## config.mk

```make
export PLATFORM = sky130hd
export DESIGN_NAME = cpu_sdr_bridge
export DESIGN_NICKNAME = d
export VERILOG_FILES = /design/src/rtl/m72_pkg.sv /design/src/rtl/cpu_sdr_bridge_port.sv /design/src/rtl/cpu_sdr_bridge.sv
export SDC_FILE = /design/constraint.sdc
export NUM_CORES = 1
export LEC_CHECK = 0
export CAP_MARGIN = 10
export CORE_MARGIN = 1.5
export CORE_UTILIZATION = 39
export CTS_CLUSTER_DIAMETER = 60
export DETAILED_ROUTE_END_ITERATION = 12
export MAX_ROUTING_LAYER = met4
export PLACE_DENSITY = 0.87
export SLEW_MARGIN = 20
export SYNTH_ARGS = -nofsm -noshare
export SYNTH_HDL_FRONTEND = slang
export SYNTH_SLANG_ARGS = --single-unit
```

## constraint.sdc

```tcl
create_clock -name CLK_32M -period 1.9 [get_ports CLK_32M]
set_input_delay 0.285 -clock CLK_32M [delete_from_list [all_inputs] [get_ports CLK_32M]]
set_output_delay 0.285 -clock CLK_32M [all_outputs]
set_load 0.05 [all_outputs]
```

## src/rtl/m72_pkg.sv

```systemverilog
// Shared M72 bus definitions: bridge FSM states, default SDRAM access timeout
// and the CPU-visible region base addresses.
package m72_pkg;

    typedef enum logic [1:0] {
        IDLE   = 2'd0,
        ACCESS = 2'd1,
        HOLD   = 2'd2
    } bridge_state_t;

    localparam int SDR_TIMEOUT_DEFAULT = 255;

    // Word-address bases of the decoded regions.
    localparam logic [23:0] REGION_ROM_BASE = 24'h000000;
    localparam logic [23:0] REGION_RAM_BASE = 24'h040000;

endpackage

```

## src/rtl/cpu_sdr_bridge_port.sv

```systemverilog
// Toggle req/ack handshake to the SDRAM controller with access timeout.
// sdr_req follows sdr_ack whenever no access is outstanding, absorbing late acks.
module sdr_toggle_port
    import m72_pkg::*;
#(
    parameter int TIMEOUT = SDR_TIMEOUT_DEFAULT
) (
    input  logic CLK_32M,
    input  logic reset,
    input  logic start,
    input  logic sdr_ack,
    output logic sdr_req,
    output logic done,
    output logic timed_out
);

    localparam logic [15:0] LAST_COUNT = 16'(TIMEOUT - 1);

    logic        active;
    logic [15:0] count;

    assign done      = active && (sdr_ack == sdr_req);
    assign timed_out = active && (sdr_ack != sdr_req) && (count == LAST_COUNT);

    always_ff @(posedge CLK_32M) begin
        if (reset) begin
            sdr_req <= sdr_ack;
            active  <= 1'b0;
            count   <= 16'd0;
        end else if (start) begin
            // Toggle relative to ack so an ack landing this cycle cannot fake completion.
            sdr_req <= ~sdr_ack;
            active  <= 1'b1;
            count   <= 16'd0;
        end else if (active) begin
            count <= count + 16'd1;
            if (done || timed_out) begin
                active  <= 1'b0;
                sdr_req <= sdr_ack;
            end
        end else begin
            sdr_req <= sdr_ack;
        end
    end

endmodule

```

## src/rtl/cpu_sdr_bridge.sv

```systemverilog
// V30 bus to SDRAM bridge: one 16-bit access per CPU bus cycle, wait states via cpu_ready.
// Optional one-entry read cache when CPU_SDR_RDCACHE_EN is defined.
module cpu_sdr_bridge
    import m72_pkg::*;
#(
    parameter int          TIMEOUT  = SDR_TIMEOUT_DEFAULT,
    parameter logic [15:0] ERR_DATA = 16'hFFFF
) (
    input  logic        CLK_32M,
    input  logic        reset,
    input  logic        cpu_mem_req,
    input  logic [23:0] cpu_addr,
    input  logic        cpu_writable,
    input  logic        cpu_wr,
    input  logic [1:0]  cpu_be,
    input  logic [15:0] cpu_dout,
    output logic [15:0] cpu_din,
    output logic        cpu_ready,
    output logic        sdr_req,
    input  logic        sdr_ack,
    output logic [23:0] sdr_addr,
    output logic        sdr_we,
    output logic [1:0]  sdr_be,
    output logic [15:0] sdr_data,
    input  logic [15:0] sdr_q,
    output logic        timeout_err
);

    bridge_state_t state_q, state_d;
    logic          start, done, timed_out;
    logic          cache_hit;
    logic [15:0]   cache_data;

    sdr_toggle_port #(.TIMEOUT(TIMEOUT)) u_port (
        .CLK_32M   (CLK_32M),
        .reset     (reset),
        .start     (start),
        .sdr_ack   (sdr_ack),
        .sdr_req   (sdr_req),
        .done      (done),
        .timed_out (timed_out)
    );

    always_ff @(posedge CLK_32M) begin
        if (reset) state_q <= IDLE;
        else       state_q <= state_d;
    end

    always_comb begin
        state_d = state_q;
        start   = 1'b0;
        case (state_q)
            IDLE: begin
                if (cpu_mem_req) begin
                    if ((cpu_wr && !cpu_writable) || cache_hit) begin
                        state_d = HOLD;
                    end else begin
                        start   = 1'b1;
                        state_d = ACCESS;
                    end
                end
            end
            ACCESS: begin
                // A bus cycle abandoned by the CPU still completes, then skips HOLD.
                if (done || timed_out) state_d = cpu_mem_req ? HOLD : IDLE;
            end
            HOLD: begin
                if (!cpu_mem_req) state_d = IDLE;
            end
            default: state_d = IDLE;
        endcase
    end

    always_ff @(posedge CLK_32M) begin
        if (reset) begin
            cpu_din     <= 16'h0000;
            cpu_ready   <= 1'b1;
            sdr_addr    <= 24'h000000;
            sdr_we      <= 1'b0;
            sdr_be      <= 2'b00;
            sdr_data    <= 16'h0000;
            timeout_err <= 1'b0;
        end else begin
            case (state_q)
                IDLE: begin
                    if (cpu_mem_req) begin
                        sdr_addr  <= cpu_addr;
                        sdr_we    <= cpu_wr & cpu_writable;
                        sdr_be    <= cpu_be;
                        sdr_data  <= cpu_dout;
                        cpu_ready <= 1'b0;
                        if (cache_hit) cpu_din <= cache_data;
                    end
                end
                ACCESS: begin
                    if (done) begin
                        if (!sdr_we) cpu_din <= sdr_q;
                        cpu_ready <= 1'b1;
                    end else if (timed_out) begin
                        if (!sdr_we) cpu_din <= ERR_DATA;
                        timeout_err <= 1'b1;
                        cpu_ready   <= 1'b1;
                    end
                end
                HOLD:    cpu_ready <= 1'b1;
                default: cpu_ready <= 1'b1;
            endcase
        end
    end

`ifdef CPU_SDR_RDCACHE_EN
    logic        c_valid;
    logic [23:0] c_addr;
    logic [15:0] c_data;

    always_ff @(posedge CLK_32M) begin
        if (reset) begin
            c_valid <= 1'b0;
            c_addr  <= 24'h000000;
            c_data  <= 16'h0000;
        end else if (timed_out) begin
            c_valid <= 1'b0;
        end else if (done) begin
            if (!sdr_we) begin
                c_valid <= 1'b1;
                c_addr  <= sdr_addr;
                c_data  <= sdr_q;
            end else if (c_valid && (c_addr == sdr_addr)) begin
                if (sdr_be[0]) c_data[7:0]  <= sdr_data[7:0];
                if (sdr_be[1]) c_data[15:8] <= sdr_data[15:8];
            end
        end
    end

    assign cache_hit  = c_valid && !cpu_wr && (c_addr == cpu_addr);
    assign cache_data = c_data;
`else
    assign cache_hit  = 1'b0;
    assign cache_data = 16'h0000;
`endif

endmodule

```

==> results of run 1 <==
[logic make-up after synthesis]
family,Yosys count
simple gates,150
flops,81
compound gates,77
buf+inv,29
xor+xnor,13
fa+ha+maj,2
[layout make-up]
type                       instances  area (µm²)  share of cell area (%)
clock buffer                      11         151                    3.12
clock inverter                     5        77.6                    1.60
timing repair buffer             148        1440                    29.7
sequential                        81        1630                    33.7
inverter                           7        26.3                   0.542
tap                              102         128                    2.63
multi-input combinational        242        1390                    28.8
[registers in the layout (all words and copies together), names as in the netlist]
signal and flops:
u_port.active 1, cpu_ready 1, sdr_addr 24, timeout_err 1
state_q 2, u_port.sdr_req 1, cpu_din 16, u_port.count 16
sdr_be 2, sdr_we 1, sdr_data 16
[repair_timing]
item,4_1_cts,5_1_grt
pin swaps,1,1
buffers inserted,1,2
cloned,0,0
setup endpoints to repair,16,2
hold buffers,0,0
[metal layers]
| layer | global-route usage (%) | up-vias |
|---|---|---|
| met5 | - | - |
| met4 | 6.82 | 0 |
| met3 | 5.58 | 11 |
| met2 | 32.4 | 84 |
| met1 | 23.6 | 1359 |
| li1 | - | 1482 |
[where the power goes]
| part | leakage, nW | switching, mW | total [mW] | internal [mW] |
|---|---|---|---|---|
| clock | 0.115 | 0.611 | 1.42 | 0.807 |
| combinational | 1.02 | 0.546 | 0.919 | 0.374 |
| sequential | 0.663 | 0.0567 | 1.85 | 1.80 |
| total | 1.80 | 1.21 | 4.19 | 2.98 |
[cell usage in the layout, fill, tap and decap left out, drive strengths merged, types with 2 or more instances in the layout]
cell type,n
clkdlybuf4s50,122
nand2,93
dfxtp,80
a21oi,48
buf,26
nor2,18
o221a,16
clkbuf,11
nand4,8
inv,7
xnor2,7
xor2,6
nor3,5
or3,4
nand3,4
nand2b,3
o21ai,3
nor4,2
or2,2
and4,2
and2,2
ha,2
bufinv,2
clkinv,2
nor3b,2
and3,2
or4,2
[synth_stat cells (2+ instances only)]
cell type,n,area [µm²]
a21oi_1,48,240
and2_1,2,12.5
and4_1,2,17.5
buf_6,3,33.8
clkbuf_1,17,63.8
dfxtp_1,80,1600
ha_1,2,25.0
inv_1,7,26.3
nand2_1,93,349
nand2b_1,3,18.8
nand3_1,4,20.0
nand4_1,6,37.5
nand4_2,2,25.0
nor2_1,18,67.6
nor3_1,5,25.0
nor4_1,2,12.5
o21ai_0,3,15.0
o221a_1,16,180
or2_2,2,12.5
or3_1,4,25.0
xnor2_1,7,61.3
xor2_1,5,43.8
[how the worst min path moves through the flow]
stage | start | to | slack, ns | depth (start not counted)
2_1_floorplan | cpu_addr[23] | sdr_addr[23]$_SDFFE_PP0P_ | 0.42 | 2
3_3_place_gp | sdr_addr[20]$_SDFFE_PP0P_ | sdr_addr[20]$_SDFFE_PP0P_ | 0.44 | 2
4_1_cts | reset | sdr_addr[12]$_SDFFE_PP0P_ | 0.36 | 2
3_5_place_dp | sdr_addr[10]$_SDFFE_PP0P_ | sdr_addr[10]$_SDFFE_PP0P_ | 0.45 | 2
5_1_grt | reset | sdr_addr[12]$_SDFFE_PP0P_ | 0.38 | 2
6_report | reset | sdr_addr[7]$_SDFFE_PP0P_ | 0.37 | 2
[stage by stage]
| stage | TNS, ns | instance area, µm² | hold WS, ns |
|---|---|---|---|
| after CTS | 0 | 4830 | 0.360 |
| after global placement | -6.82 | 4580 | 0.441 |
| final | 0 | 4850 | 0.369 |
| after global routing | 0 | 4850 | 0.377 |
| after floorplan | -1.51 | 3160 | 0.421 |
| after detailed placement | -8.03 | 4580 | 0.447 |
==> qor.yml, run 1 <==
cts_root_buf: "clkbuf_8"
synth.distinct_cells: 43
synth_compound_area_share_pct: 17.0
slowest_stage: "or4_4"
slew_viol_final: 0
required_ns: 2.14
fp-row-count: 32
r2r_cells: 4
synth_top_family_by_area: "simple AND/OR/NAND/NOR gates"
leakage_nw: 1.80
skew_ns: 0.00792
worst_slack_ns: 0.0895
io_pins: 126
grt-ovfl-total: 0
cts-buffers-inserted: 9
nNetsFinal: 555
numClockSinks: 81
cts_tree: "built"
post-place-ws_ns: -0.490
rrSetupSlack_ns: 0.12
drtAntennaViolNets: 0
synth-xor-area-share_pct: 4.20
path_clk_slew_ns: 0.08
die_area_um2: 8640
highest_layer: "met4"
antenna_found_initial: 0
critPathTopFamily: "buffers and inverters"
min_path_type: "input port to register"
initial_utilization_pct: 40.6
path_cells: "clkdlybuf4s50_1 > xor2_4 > or4_4 > buf_4 > o221a_1"
critPathBufInv: 2
gp_congestion: 0.780
fmax_mhz: 552
utilization_pct: 62.4
grt_start_max_net_pins: 32
synthAdderAreaFrac_pct: 0.793
period_share_pct: 95.3
start_kind: "input port"
reg2reg_to: "cpu_din[9]$_SDFFE_PP0P_"
crit_start: "sdr_ack"
clock_latency_ns: 0.35
netlist_area_um2: 3160
finalHoldViolCount: 0
cp_max_fo: 11
p_per_area_nw_per_um2: 864
async_reset_ff_share_pct: 0
seq_area_frac_synth_pct: 51.7
status: "finished clean"
end_kind: "register"
drt_pass1_iterations: 4
num_vias: 2936
fill_cells: 657
first_global_vias: 2837
tightest_slew_ns: 0.536
vdd_drop_max_mv: 0.426
cts_resized: 0
synth_edf_count: 1
wirelength_um: 8150
power.total_mw: 4.19
htree_levels: 3
synth_nets: 418
core_um2: 7770
dp_hpwl_um: 5800
die_x_um: 93.0
cts_max_path_buffers: 2
grt_pass1_wl_um: 13200
drive_above_1_share_pct: 10.9
die-height_um: 93.0
r2r-start: "u_port.sdr_req$_DFFE_PP_"
yosysWarnings: 0
postSynthCellCount: 352
crit_path_end: "cpu_din[9]$_SDFFE_PP0P_"
drc: 0
rsz0062_at_grt: "no"
relSlewSlack_pct: 64.1
synthToLayoutAreaGrowth_pct: 53.6
stdcell_count: 596
via_per_inst: 4.93
met1_length_um: 3540
diodes: 0
io_buffers: 125
max_stage_delay_ns: 0.57
maxCapViolCount: 0
critical_path_class: "input port to register"
dp.cells: 577
muxShareOfSynthArea_pct: 0
finalSetupViolations: 0
wl_met3_um: 497
synth-seq-cells: 81
layout_min_cycle_time_ns: 1.81
drtIter0Drc: 108
yosys.area_share.simple_pct: 22.0
dr_wl_met2_um: 3980
wl_per_cell_um: 13.7
synth_area_per_cell_um2: 8.96
worst-path-stages: 5
critPathArrivalTime_ns: 2.05
grt_use_total_pct: 19.9
synthFlopType: "dfxtp_1"
Power figures use the tool's default switching activity.
==> run 2, diff against run 1 <==
==> constraint.sdc (replaced) <==
create_clock -name CLK_32M -period 1.9 [get_ports CLK_32M]
set_input_delay 0.38 -clock CLK_32M [delete_from_list [all_inputs] [get_ports CLK_32M]]
set_output_delay 0.38 -clock CLK_32M [all_outputs]
set_load 0.05 [all_outputs]
==> qor.yml, run 2 (synthesized netlist as in run 1, its figures left out) <==
die_x_um: 93.0  # unchanged
post-place-ws_ns: -0.544  # -0.0539 ns
max_stage_delay_ns: 0.80  # +0.23 ns
num_vias: 2948  # +0.41%
cts_tree: "built"
drc: 0  # unchanged
synthToLayoutAreaGrowth_pct: 54.4
via_per_inst: 4.95  # +0.41%
slowest_stage: "clkdlybuf4s50_1"
numClockSinks: 81  # unchanged
drive_above_1_share_pct: 11.4  # +0.43 points
wirelength_um: 8490  # +4.3%
gp_congestion: 0.774  # -0.83%
path_clk_slew_ns: 0.08  # about the same
drt_pass1_iterations: 4  # unchanged
dp_hpwl_um: 5890  # +1.6%
reg2reg_to: "cpu_din[7]$_SDFFE_PP0P_"
cts_root_buf: "clkbuf_8"
vdd_drop_max_mv: 0.390  # -8.4%
cp_max_fo: 2  # -9
layout_commonest_cell: "nand2_1"
required_ns: 1.52  # -0.62 ns
worst_slack_ns: 0.0415  # -0.0480 ns
whs_path_depth: 2  # unchanged
start_kind: "register"
critPathBufInv: 1  # -1
nNetsFinal: 554  # -0.18%
tightest_slew_ns: 0.534  # -0.00244 ns
core_um2: 7770  # unchanged
hold_buffers: 0  # unchanged
finalHoldViolCount: 0  # unchanged
grt_pass1_wl_um: 13200  # +0.42%
rrSetupSlack_ns: 0.12  # about the same
htree_levels: 3  # unchanged
min_path_type: "register to register"
hold_slack_ns: 0.455  # +0.0864 ns
r2r_cells: 4  # unchanged
first_global_vias: 2881  # +1.6%
period_share_pct: 97.8  # +2.5 points
fmax_mhz: 538  # -2.6%
clock_latency_ns: 0.34  # about the same
io_buffers: 125  # unchanged
drtIter0Drc: 91  # -16%
critical_path_class: "register to output port"
largest_register_ffs: 24  # unchanged
cts-buffers-inserted: 9  # unchanged
final_cell_mix: "nand2_1 (93), dfxtp_1 (80), clkdlybuf4s50_1 (65)"
power.total_mw: 3.88  # -7.5%
stdcell_count: 596  # unchanged
io_pins: 126  # unchanged
end_kind: "output port"
path_cells: "clkdlybuf4s50_1"
r2r-start: "u_port.sdr_req$_DFFE_PP_"
min_to: "sdr_addr[17]$_SDFFE_PP0P_"
rsz0062_at_grt: "no"
status: "finished clean"
grt_use_total_pct: 19.9  # -0.028 points
critPathArrivalTime_ns: 1.48  # -0.57 ns
grt_start_max_net_pins: 32  # unchanged
relSlewSlack_pct: 64.4  # +0.22 points
antenna_found_initial: 1  # +1
layout_min_cycle_time_ns: 1.86  # +0.0480 ns
die_area_um2: 8640  # unchanged
cts_max_path_buffers: 2  # unchanged
dp.cells: 577  # unchanged
initial_utilization_pct: 40.6  # unchanged
drtAntennaViolNets: 0  # unchanged
worstHoldStart: "sdr_addr[17]$_SDFFE_PP0P_"
maxCapViolCount: 0  # unchanged
top_register: "sdr_addr"
wl_per_cell_um: 14.2  # +4.3%
p_per_area_nw_per_um2: 795  # -8.0%
die-height_um: 93.0  # unchanged
leakage_nw: 2.50  # +39%
slew_viol_final: 0  # unchanged
critPathTopFamily: "buffers and inverters"
fp-row-count: 32  # unchanged
crit_start: "sdr_data[5]$_SDFFE_PP0P_"
skew_ns: 0.00996  # +0.00205 ns
grt-ovfl-total: 0  # unchanged
finalSetupViolations: 0  # unchanged
[run 2: changes by cell type in the layout (fill, tap and decap cells not counted), moves of 2 or more]
cell and delta:
clkdlybuf4s50_1 -57, dlymetal6s2s_1 +40, dlygate4sd2_1 +13, buf_4 +2, bufinv_16 -2
[run 2: metrics by stage]
| stage | util, % | cell area (µm²) | TNS [ns] |
|---|---|---|---|
| global placement | 58.9 | 4570 | -8.31 |
| CTS | 61.4 | 4770 | 0 |
| global route | 62.7 | 4870 | 0 |
| floorplan | - | 3160 | -1.51 |
| finish | 62.7 | 4870 | 0 |
| detailed placement | 58.9 | 4570 | -9.26 |
[run 2: layout make-up]
class                           count  area (µm²)
Multi-Input combinational cell    242        1390
Sequential cell                    81        1630
Clock buffer                       11         141
Fill cell                         641        2900
Antenna cell                        1        2.50
Clock inverter                      5        31.3
Inverter                            7        26.3
Timing Repair Buffer              147        1520
Tap cell                          102         128
[run 2: repair_timing]
action	4_1_cts	5_1_grt
hold endpoints to repair	0	0
buffers inserted	2	0
endpoints found under the setup margin	29	40
resized for setup	13	40
pin swaps	2	0
[run 2: worst max-delay path by stage]
stage	to	slack [ns]	cells after the start
final	sdr_data[5]	0.04	1
after global routing	sdr_addr[9]	0.001	1
after CTS	sdr_data[12]	0.0009	1
after detailed placement	cpu_din[6]$_SDFFE_PP0P_	-0.54	5
after global placement	cpu_din[9]$_SDFFE_PP0P_	-0.48	5
after floorplan	cpu_din[0]$_SDFFE_PP0P_	-0.13	6
[run 2: where the power goes]
| group | total (mW) | switching, mW | leakage, nW | internal, mW |
|---|---|---|---|---|
| Clock | 1.11 | 0.607 | 0.0891 | 0.506 |
| Combinational | 0.910 | 0.553 | 1.75 | 0.358 |
| Sequential | 1.85 | 0.0558 | 0.663 | 1.80 |
| Total | 3.88 | 1.22 | 2.50 | 2.66 |
[run 2: layer usage]
| layer | track usage, % | vias to the layer above | routed length, µm |
|---|---|---|---|
| met5 | - | - | 0 |
| met4 | 6.69 | 0 | 163 |
| met3 | 5.58 | 14 | 473 |
| met2 | 32.7 | 90 | 4220 |
| met1 | 23.3 | 1364 | 3630 |
| li1 | - | 1480 | - |
